### config.mk
export PLATFORM = sky130hd
export DESIGN_NAME = apb_fifo_slave
export DESIGN_NICKNAME = d
export VERILOG_FILES = /design/src/rtl/apb_fifo_pkg.sv /design/src/rtl/apb_fifo_slave_buf.sv /design/src/rtl/apb_fifo_slave.sv
export SDC_FILE = /design/constraint.sdc
export NUM_CORES = 1
export LEC_CHECK = 0
export ABC_AREA = 1
export CAP_MARGIN = 15
export CELL_PAD_IN_SITES_DETAIL_PLACEMENT = 1
export CELL_PAD_IN_SITES_GLOBAL_PLACEMENT = 1
export CORE_AREA = 2 2 164 166
export CTS_CLUSTER_DIAMETER = 80
export DETAILED_ROUTE_END_ITERATION = 8
export DIE_AREA = 0 0 166 168
export DONT_BUFFER_PORTS = 1
export PLACE_DENSITY = 0.75
export SYNTH_ARGS = -nofsm -noshare
export SYNTH_HDL_FRONTEND = slang
export SYNTH_SLANG_ARGS = --single-unit
### constraint.sdc
create_clock -name PCLK -period 5.7 [get_ports PCLK]
set_input_delay 1.14 -clock PCLK [delete_from_list [all_inputs] [get_ports PCLK]]
set_output_delay 1.14 -clock PCLK [all_outputs]
set_load 0.05 [all_outputs]
### src/rtl/apb_fifo_pkg.sv
// -----------------------------------------------------------------------------
// apb_fifo_pkg
// Shared definitions for the APB FIFO slave:
//   - APB transfer state enum (IDLE / SETUP / ACCESS)
//   - register offsets, decoded from PADDR[3:2]
//   - CTRL / STATUS bit positions
//   - saturating increment helper for the DROP counter
// -----------------------------------------------------------------------------
package apb_fifo_pkg;

    localparam int DATA_W = 32;
    localparam int DROP_W = 8;

    typedef enum logic [1:0] {
        ST_IDLE   = 2'd0,
        ST_SETUP  = 2'd1,
        ST_ACCESS = 2'd2
    } apb_state_e;

    // Word offsets (PADDR[3:2])
    localparam logic [1:0] REG_CTRL   = 2'd0;  // 0x0
    localparam logic [1:0] REG_STATUS = 2'd1;  // 0x4
    localparam logic [1:0] REG_DATA   = 2'd2;  // 0x8
    localparam logic [1:0] REG_DROP   = 2'd3;  // 0xC

    // CTRL bits
    localparam int CTRL_EN_BIT    = 0;
    localparam int CTRL_FLUSH_BIT = 1;

    // STATUS bits
    localparam int STAT_EMPTY_BIT = 0;
    localparam int STAT_FULL_BIT  = 1;
    localparam int STAT_COUNT_LSB = 8;
    localparam int STAT_COUNT_W   = 9;   // holds COUNT for DEPTH up to 256

    function automatic logic [DROP_W-1:0] sat_inc(input logic [DROP_W-1:0] v);
        return (v == {DROP_W{1'b1}}) ? v : v + DROP_W'(1);
    endfunction

endpackage

### src/rtl/apb_fifo_slave_buf.sv
// -----------------------------------------------------------------------------
// apb_fifo_buf
// Circular-buffer FIFO with wrapping read/write pointers and an occupancy count.
// A push while full is discarded, even when a pop happens in the same cycle.
// Flush zeroes pointers and count and overrides a same-cycle pop.
//
// Ports:
//   i_clk, i_rst_n   clock, asynchronous active-low reset
//   i_push, i_data   push request and data
//   i_pop            pop request (ignored when empty)
//   i_flush          discard all entries
//   o_data           head entry
//   o_full, o_empty  occupancy flags
//   o_count          number of stored entries (clog2(DEPTH)+1 bits)
// -----------------------------------------------------------------------------
module apb_fifo_buf
    import apb_fifo_pkg::*;
#(
    parameter int DEPTH = 8
) (
    input  logic                     i_clk,
    input  logic                     i_rst_n,
    input  logic                     i_push,
    input  logic [DATA_W-1:0]        i_data,
    input  logic                     i_pop,
    input  logic                     i_flush,
    output logic [DATA_W-1:0]        o_data,
    output logic                     o_full,
    output logic                     o_empty,
    output logic [$clog2(DEPTH):0]   o_count
);

    localparam int AW = $clog2(DEPTH);
    localparam int CW = AW + 1;

    logic [DATA_W-1:0] r_mem [DEPTH];
    logic [AW-1:0]     r_wr_ptr;
    logic [AW-1:0]     r_rd_ptr;
    logic [CW-1:0]     r_count;

    logic w_full;
    logic w_empty;
    logic w_do_push;
    logic w_do_pop;

    assign w_full    = (r_count == CW'(DEPTH));
    assign w_empty   = (r_count == '0);
    assign w_do_push = i_push & ~w_full;
    assign w_do_pop  = i_pop & ~w_empty;

    // NOTE: storage has no reset; only pointers and count define what is valid,
    // so resetting the array would just cost flops and reset routing.
    always_ff @(posedge i_clk) begin
        if (w_do_push) begin
            r_mem[r_wr_ptr] <= i_data;
        end
    end

    // NOTE: sequential state uses non-blocking assignments so every register
    // samples pre-edge values regardless of statement order.
    always_ff @(posedge i_clk or negedge i_rst_n) begin
        if (!i_rst_n) begin
            r_wr_ptr <= '0;
            r_rd_ptr <= '0;
            r_count  <= '0;
        end else if (i_flush) begin
            r_wr_ptr <= '0;
            r_rd_ptr <= '0;
            r_count  <= '0;
        end else begin
            if (w_do_push) r_wr_ptr <= r_wr_ptr + AW'(1);   // wraps naturally, DEPTH is 2^AW
            if (w_do_pop)  r_rd_ptr <= r_rd_ptr + AW'(1);
            case ({w_do_push, w_do_pop})
                2'b10:   r_count <= r_count + CW'(1);
                2'b01:   r_count <= r_count - CW'(1);
                default: r_count <= r_count;
            endcase
        end
    end

    assign o_data  = r_mem[r_rd_ptr];
    assign o_full  = w_full;
    assign o_empty = w_empty;
    assign o_count = r_count;

endmodule

### src/rtl/apb_fifo_slave.sv
// -----------------------------------------------------------------------------
// apb_fifo_slave
// APB slave with a push-only data register feeding a FIFO that drains through
// a valid/ready stream port.
//
// Register map (PADDR[3:2]):
//   0x0 CTRL   bit0 EN (r/w), bit1 FLUSH (write-1, reads 0)
//   0x4 STATUS bit0 EMPTY, bit1 FULL, bits[16:8] COUNT (read-only)
//   0x8 DATA   write pushes PWDATA, reads 0
//   0xC DROP   8-bit saturating overflow count, any write clears
//
// Ports:
//   PCLK, PRESET                      clock, asynchronous active-low reset
//   PSEL, PENABLE, PWRITE, PADDR,
//   PWDATA, PRDATA, PREADY            APB slave interface
//   out_valid, out_data, out_ready    stream output (head of FIFO)
//
// Build option: define APB_FIFO_WAIT_EN to insert WAIT_CYCLES access-phase wait
// states; without it PREADY completes on the first access cycle.
// -----------------------------------------------------------------------------
module apb_fifo_slave
    import apb_fifo_pkg::*;
#(
    parameter int DEPTH       = 8,
    parameter int WAIT_CYCLES = 2
) (
    input  logic              PCLK,
    input  logic              PRESET,
    input  logic              PSEL,
    input  logic              PENABLE,
    input  logic              PWRITE,
    input  logic [31:0]       PADDR,
    input  logic [31:0]       PWDATA,
    output logic [31:0]       PRDATA,
    output logic              PREADY,
    output logic              out_valid,
    output logic [31:0]       out_data,
    input  logic              out_ready
);

    localparam int CW = $clog2(DEPTH) + 1;

    apb_state_e        r_state;
    apb_state_e        w_next_state;
    logic              r_en;
    logic [DROP_W-1:0] r_drop;

    logic              w_pready;
    logic              w_complete;
    logic [1:0]        w_reg_sel;
    logic              w_ctrl_wr;
    logic              w_push;
    logic              w_flush;
    logic              w_drop_clr;
    logic              w_pop;
    logic [DATA_W-1:0] w_head;
    logic              w_full;
    logic              w_empty;
    logic [CW-1:0]     w_count;
    logic [31:0]       w_status;

    // Only PADDR[3:2] selects a register.
    logic w_unused_addr;
    assign w_unused_addr = ^{PADDR[31:4], PADDR[1:0]};
    assign w_reg_sel     = PADDR[3:2];

    // ---------------------------------------------------------------- wait logic
`ifdef APB_FIFO_WAIT_EN
    logic [3:0] r_wait_cnt;

    // Cleared in SETUP, counts ACCESS cycles; ready once it reaches WAIT_CYCLES,
    // giving WAIT_CYCLES+1 access cycles per transfer.
    always_ff @(posedge PCLK or negedge PRESET) begin
        if (!PRESET) begin
            r_wait_cnt <= '0;
        end else if (w_next_state == ST_ACCESS) begin
            r_wait_cnt <= r_wait_cnt + 4'd1;
        end else begin
            r_wait_cnt <= '0;
        end
    end

    assign w_pready = PRESET & PSEL & PENABLE & (r_wait_cnt == 4'(WAIT_CYCLES));
`else
    localparam int unused_wait_cycles = WAIT_CYCLES;
    assign w_pready = PRESET & PSEL & PENABLE;
`endif

    // Every register side effect keys off this single completing-cycle strobe.
    assign w_complete = w_pready;
    assign w_ctrl_wr  = w_complete & PWRITE & (w_reg_sel == REG_CTRL);
    assign w_push     = w_complete & PWRITE & (w_reg_sel == REG_DATA);
    assign w_drop_clr = w_complete & PWRITE & (w_reg_sel == REG_DROP);
    assign w_flush    = w_ctrl_wr & PWDATA[CTRL_FLUSH_BIT];

    // --------------------------------------------------------------------- FSM
    always_ff @(posedge PCLK or negedge PRESET) begin
        if (!PRESET) begin
            r_state <= ST_IDLE;
        end else begin
            r_state <= w_next_state;
        end
    end

    // NOTE: every combinational output gets a default first so no path through
    // the case leaves it unassigned (which would infer a latch).
    always_comb begin
        w_next_state = r_state;
        case (r_state)
            ST_IDLE: begin
                if (PSEL) begin
                    if (!PENABLE)      w_next_state = ST_SETUP;
                    else if (w_pready) w_next_state = ST_IDLE;
                    else               w_next_state = ST_ACCESS;
                end
            end
            ST_SETUP: begin
                // SETUP lasts one cycle; a repeated setup phase restarts it.
                if (!PSEL)             w_next_state = ST_IDLE;
                else if (PENABLE)      w_next_state = w_pready ? ST_IDLE : ST_ACCESS;
            end
            ST_ACCESS: begin
                if (!PSEL || w_pready) w_next_state = ST_IDLE;
                else if (!PENABLE)     w_next_state = ST_SETUP;
            end
            default:                   w_next_state = ST_IDLE;
        endcase
    end

    always_comb begin
        w_status                                       = '0;
        w_status[STAT_EMPTY_BIT]                       = w_empty;
        w_status[STAT_FULL_BIT]                        = w_full;
        w_status[STAT_COUNT_LSB +: STAT_COUNT_W]       = STAT_COUNT_W'(w_count);

        PREADY = w_pready;
        PRDATA = '0;
        if (PRESET && PSEL && PENABLE && !PWRITE) begin
            case (w_reg_sel)
                REG_CTRL:   PRDATA[CTRL_EN_BIT] = r_en;
                REG_STATUS: PRDATA = w_status;
                REG_DROP:   PRDATA[DROP_W-1:0] = r_drop;
                default:    PRDATA = '0;
            endcase
        end
    end

    // --------------------------------------------------------------- registers
    always_ff @(posedge PCLK or negedge PRESET) begin
        if (!PRESET) begin
            r_en   <= 1'b0;
            r_drop <= '0;
        end else begin
            if (w_ctrl_wr) begin
                r_en <= PWDATA[CTRL_EN_BIT];
            end
            if (w_drop_clr) begin
                r_drop <= '0;
            end else if (w_push && w_full) begin
                r_drop <= sat_inc(r_drop);
            end
        end
    end

    // -------------------------------------------------------------------- FIFO
    // EN gates only the stream side; pushes are accepted regardless.
    assign out_valid = r_en & ~w_empty;
    assign out_data  = w_head;
    assign w_pop     = out_valid & out_ready;

    apb_fifo_buf #(
        .DEPTH (DEPTH)
    ) u_buf (
        .i_clk   (PCLK),
        .i_rst_n (PRESET),
        .i_push  (w_push),
        .i_data  (PWDATA),
        .i_pop   (w_pop),
        .i_flush (w_flush),
        .o_data  (w_head),
        .o_full  (w_full),
        .o_empty (w_empty),
        .o_count (w_count)
    );

endmodule

=== Yosys cells after proc, flatten, opt, wreduce, memory -nomap -nowiden ===
Memory sizes are Yosys's and may differ from the RTL's.
Cells that the tools add are included.
W data, S select, Z words.

* Input port bits: 70
* Logic and storage cells: 59
* Memories kept: 1
* Output and inout bits: 66
* Bits in writable memories: 256
* Register bits: 19

{| class="wikitable"
|+ Memories
! memory !! depth !! width !! read ports !! clocked after memory_dff !! wr ports !! RTL line !! RTL
|-
| u_buf.r_mem || 8 || 32 || 1 || 0 || 1 || apb_fifo_slave_buf.sv:36 || <nowiki>logic [DATA_W-1:0] r_mem [DEPTH];</nowiki>
|}

* Bitwise gates (word level): 13
* Eq/ne operators: 8
* Mux-type cells: 15
* Reduce and logical (&&, ||, !) cells: 12
* Add/sub/neg operators: 5

{| class="wikitable"
|+ Operators by type and width
! cell !! count
|-
| $mux W8 || 3
|-
| $pmux W7 S2 || 1
|-
| $mux W12 || 1
|-
| $mux W3 || 4
|-
| $and A1 B1 Y1 || 11
|-
| $add A8 B1 Y8 const B || 1
|-
| $eq A8 B8 Y1 const B || 1
|-
| $mux W4 || 2
|-
| $pmux W4 S2 || 1
|-
| $add A3 B1 Y3 const B || 2
|-
| $eq A2 B2 Y1 const B || 3
|-
| $reduce_bool A2 Y1 || 3
|-
| $add A4 B1 Y4 const B || 1
|-
| $eq A2 B1 Y1 const B || 2
|-
| $eq A4 B4 Y1 const B || 1
|-
| $logic_and A1 B1 Y1 || 4
|-
| $logic_not A4 Y1 || 1
|-
| $sub A4 B1 Y4 const B || 1
|-
| $pmux W1 S3 || 1
|-
| $reduce_bool A3 Y1 || 1
|-
| $logic_not A2 Y1 || 1
|-
| $mux W1 || 2
|-
| $ne A2 B2 Y1 const B || 1
|-
| $not A1 Y1 || 2
|-
| other kinds (2) || 2
|}

=== Longest topological paths before layout ===
* Word-level depth: 8
* Depth in mapped cells: 14
* Gate-level depth less buffers: 14

=== Cells and area by module ===
Synthesis repeated with hierarchy kept, for this count alone.

* Cell total of the unflattened synthesis: 966
* Area total of the unflattened synthesis: 11488.5 µm²

{| class="wikitable"
|+ Modules (own cells, without submodules)
! module !! instances !! sequential area each (µm²) !! cells each !! area each (µm²)
|-
| apb_fifo_buf || 1 || 7937.6 || 820 || 10506.3
|-
| apb_fifo_slave || 1 || 225.2 || 146 || 982.2
|}

=== Worst setup path before layout ===
No wires, ideal clock.

* Path kind: input-to-output
* Start point: in PRESET
* End point: out PRDATA[10]
* Data required time: 4560 ps
* Buffers on the path: 1
* Cell stages on the path: 5
* Slack: 1169 ps
* Arrival time: 3391 ps
* Path through: nand2_1 > nor2_1 > nand2_1 > clkbuf_1 > nor3_1

* Word-level cells in the longest chain between the ends: 4

{| class="wikitable"
|+ Ends and longest elaborated chain
! item !! RTL line !! RTL
|-
| start: declaration || apb_fifo_slave.sv:28 || <nowiki>input logic PRESET,</nowiki>
|-
| $logic_and A1 B1 Y1 (3 in a row) || apb_fifo_slave.sv:138 || <nowiki>if (PRESET && PSEL && PENABLE && !PWRITE) begin</nowiki>
|-
| $mux W12 || apb_fifo_slave.sv:138 ||
|-
| end: declaration || apb_fifo_slave.sv:34 || <nowiki>output logic [31:0] PRDATA,</nowiki>
|}

No other way between the ends.

=== Final worst setup path ===
* Start point: reg u_buf.r_rd_ptr[0]
* End point: out out_data[4]

* Word-level cells in the longest chain between the ends: 1

{| class="wikitable"
|+ Ends and longest elaborated chain
! item !! RTL line !! RTL
|-
| start: declaration || apb_fifo_slave_buf.sv:38 || <nowiki>logic [AW-1:0] r_rd_ptr;</nowiki>
|-
| start signal: assignment || apb_fifo_slave_buf.sv:72 || <nowiki>if (w_do_pop) r_rd_ptr <= r_rd_ptr + AW'(1);</nowiki>
|-
| $mem_v2 Z8 W32 || n/a ||
|-
| end: declaration || apb_fifo_slave.sv:37 || <nowiki>output logic [31:0] out_data,</nowiki>
|}

No other way between the ends.

==> impl_results.md <==
- Clk sinks: ~280
- Multi-input logic area: a little under 3000 sq um
- Clock power frac: approximately 27%
- Outcome: finished, final reports clean
- Pre-CTS setup slack: approximately 1.9 ns
- R2R cell count: 7
- Area Overhead vs Synth: 10.8%
- Core area: 26400 sq um
- CP cell instances: buf_4 -> o21ai_0 -> o21ai_1 -> nand2_1 -> nand2_1
- Crit end category: output port
- Internal power: around 3.7 mW
- Vias/cell: 5.36
- #FFs+latches synth: 275
- Initial Util: 43.8%
- Worst min path class: input port to asynchronous set/reset pin
- Synthesis warning total: 0
- Post-Synthesis Cells: slightly above 1000
- Setup Crit Path Kind: flop to output port
- Post-DP HPWL: approximately 16000 um
- CP max stage cell: buf_4
- Cell accounting for the most synthesized area: edfxtp_1
- Fmax: roughly 0.23 GHz
- Max Cap Viol: 0
- Total chip power: around 6.3 mW
- Final hold viol count: 0
- Flop pwr share: 38.2%
- Most common cell in the synthesized netlist: edfxtp_1
- DRT Wirelength: 27000 um
- Total GRT Usage: ~19%
- Pin count of the biggest net entering global routing: 97
- Final Setup Violations: 0
- Root buf cell: clkbuf_16
- Initial antenna violation count: 0
- Die footprint: approximately 28000 sq um
- DR iter-0 viols: 521
- Top FF cell, synth: edfxtp_1
- Most frequent cells after synthesis: edfxtp_1 (256), nor2_1 (205), nand2_1 (148)
- Switch share: about two fifths
- Layout Skew: slightly below 0.009 ns
- CTS tree: yes
- Vias in the first global route: 7918
- Slew HR: between 20% and 30%
- Clock slew at reported path FFs: ~0.060 ns
- RSZ-0062 raised after global routing: no
- Mapped Avg Cell Area: roughly 11 sq um
- Peak supply drop: ~0.24 mV
- Top delay family on crit path: buffers and inverters
- Final period util: about three quarters
- Minimum clock period after layout: approximately 4.3 ns
- Clock Latency Late Sink: ~0.53 ns
- Hold buffers post-CTS: 0
- Area share of the largest cell type after synthesis: between 60% and 70%
- Die height: roughly 170 um
- Setup crit start kind: flop
- Post-CTS setup buffer count: 0
- Slew Limit Fails: 0
- Max Root-Sink Buffers: 3
- Crit path DAT: 3.14 ns
- Placed Cells: 1332
- Tightest Pin Transition: between 1 and 1.5 ns
- Area of the mapped netlist: 11500 sq um
- Setup ws final: approximately 1.4 ns
- Wirelength per Cell: about 20 um
- Vias: between 7000 and 8000
- FP Rows: 60
- Final Non-Filler Cells: 1380
- Cts repair resizes: 0
- Seq/Total Area, Yosys: 70.7%
- Max incr delay on CP: between 0.8 and 0.9 ns
- DRT antenna net count: 0
- Fin nets: 1097
- I/O Pins: approximately 140
- Crit path depth: 5
- Count of input and output buffers: 0
- Combinational cell fraction of total power: roughly 34%
- WP data required: 4.56 ns
- Post-synth EDFFs: ~260
- Post-route DRC: 0
- FF+latch area: 8170 sq um
- Post-synth cell types: 30
- Gp weighted congestion: roughly 0.76
- Synth top area cells: edfxtp_1 (67%), nor2_1 (6.7%), o21ai_0 (6.0%)
- Crit path top cell by count: nand2_1
- Global-route wire length before repair: 42800 um
- Leakage power: 4.56 nW
- Pre-antenna DRT Iters: 4
- Die X: 166 um
- Max H-tree Level: 1
- CP bufs+invs: 1
- Fin util: 48.5%
- Share of layout cells above drive strength 1: between 8 and 9%
- FILL cells: roughly 2800
- Critical Path Fanout Max: between 90 and 100
- Post-Route Setup TNS: 0 ns
- # diodes: 0
- Total grt overflow: 0
- Power per standard cell area: a little under 500 nW/um^2
- Post-synth ARST share: under 10%
- CTS Buf Count: 28
- Sw Pwr: around 2.6 mW
==> layout make-up <==
class	count	area share, %
clock buffer	34	5.82
tap	341	3.34
timing repair buffer	31	1.92
sequential	275	63.9
inverter	33	0.978
clock inverter	14	0.939
multi-input combinational	652	23.1
==> kinds of logic (layout without fill, tap and decap cells) <==
kind of cell	after synthesis	after routing	share of synthesized area, %
AOI/OAI and AO/OA	208	208	9.03
buffers and inverters	104	112	4.65
DFF	275	275	70.7
other	1	20	0.0325
adders and majority gates	6	6	0.650
and+or+nand+nor	412	412	14.5
xor gates and xnor gates	6	6	0.455
==> power groups by stage <==
| stage | Combinational, mW | Clock, mW | Sequential [mW] |
|---|---|---|---|
| global placement | 2.12 | 0 | 2.46 |
| floorplan | 1.95 | 0 | 2.32 |
| detailed placement | 2.19 | 0 | 2.46 |
| finish | 2.18 | 1.74 | 2.42 |
| global route | 2.42 | 1.84 | 2.43 |
| CTS | 2.21 | 1.77 | 2.42 |
==> through the flow <==
stage,hold WS [ns],area (sq um)
final,0.295,12800
after global routing,0.268,12800
after CTS,0.274,12800
after detailed placement,0.551,11900
after global placement,0.514,11900
after floorplan,0.490,11600
==> flip-flops by register name, summed over array words and instances (netlist names) <==
register / count
r_en: 1
r_drop: 8
u_buf.r_wr_ptr: 3
u_buf.o_count: 4
u_buf.r_mem: 256
u_buf.r_rd_ptr: 3
==> final timing paths <==
kind,start,to,slack [ns]
worst min-delay path,PRESET,r_en,0.29
worst min register to register,r_drop[4],r_drop[4],0.56
min in group PCLK,r_drop[4],r_drop[4],0.56
worst max register to register,u_buf.o_count[1],u_buf.r_mem[5][27],3.02
max in group asynchronous,PRESET,u_buf.r_rd_ptr[1],5.32
worst max-delay path,u_buf.r_rd_ptr[0],out_data[4],1.42
==> per-layer routing <==
layer,up-vias,part of all wire (%),global-route usage (%)
met5,-,0,0
met4,0,2.1,5.07
met3,48,5.4,4.40
met2,156,52,36.0
met1,3711,41,22.7
li1,3485,-,-
==> layout by cell type, fill, tap and decap left out, types with 2 or more instances in the layout <==
cell type / instances
a21oi_1: 5
nor3_1: 8
nor2_2: 3
dfrtp_4: 2
ha_1: 6
nand2_1: 148
nor3_2: 8
nor2_1: 205
xor2_1: 5
dfrtp_1: 17
nor2_4: 4
conb_1: 20
clkinv_1: 6
clkbuf_16: 29
o21ai_1: 63
bufinv_16: 2
edfxtp_1: 256
clkbuf_1: 5
o21ai_0: 139
buf_4: 30
clkinv_2: 5
inv_2: 2
nand3_1: 29
inv_1: 30
nand4_1: 3
No activity file was read; power rests on OpenSTA's default activity.
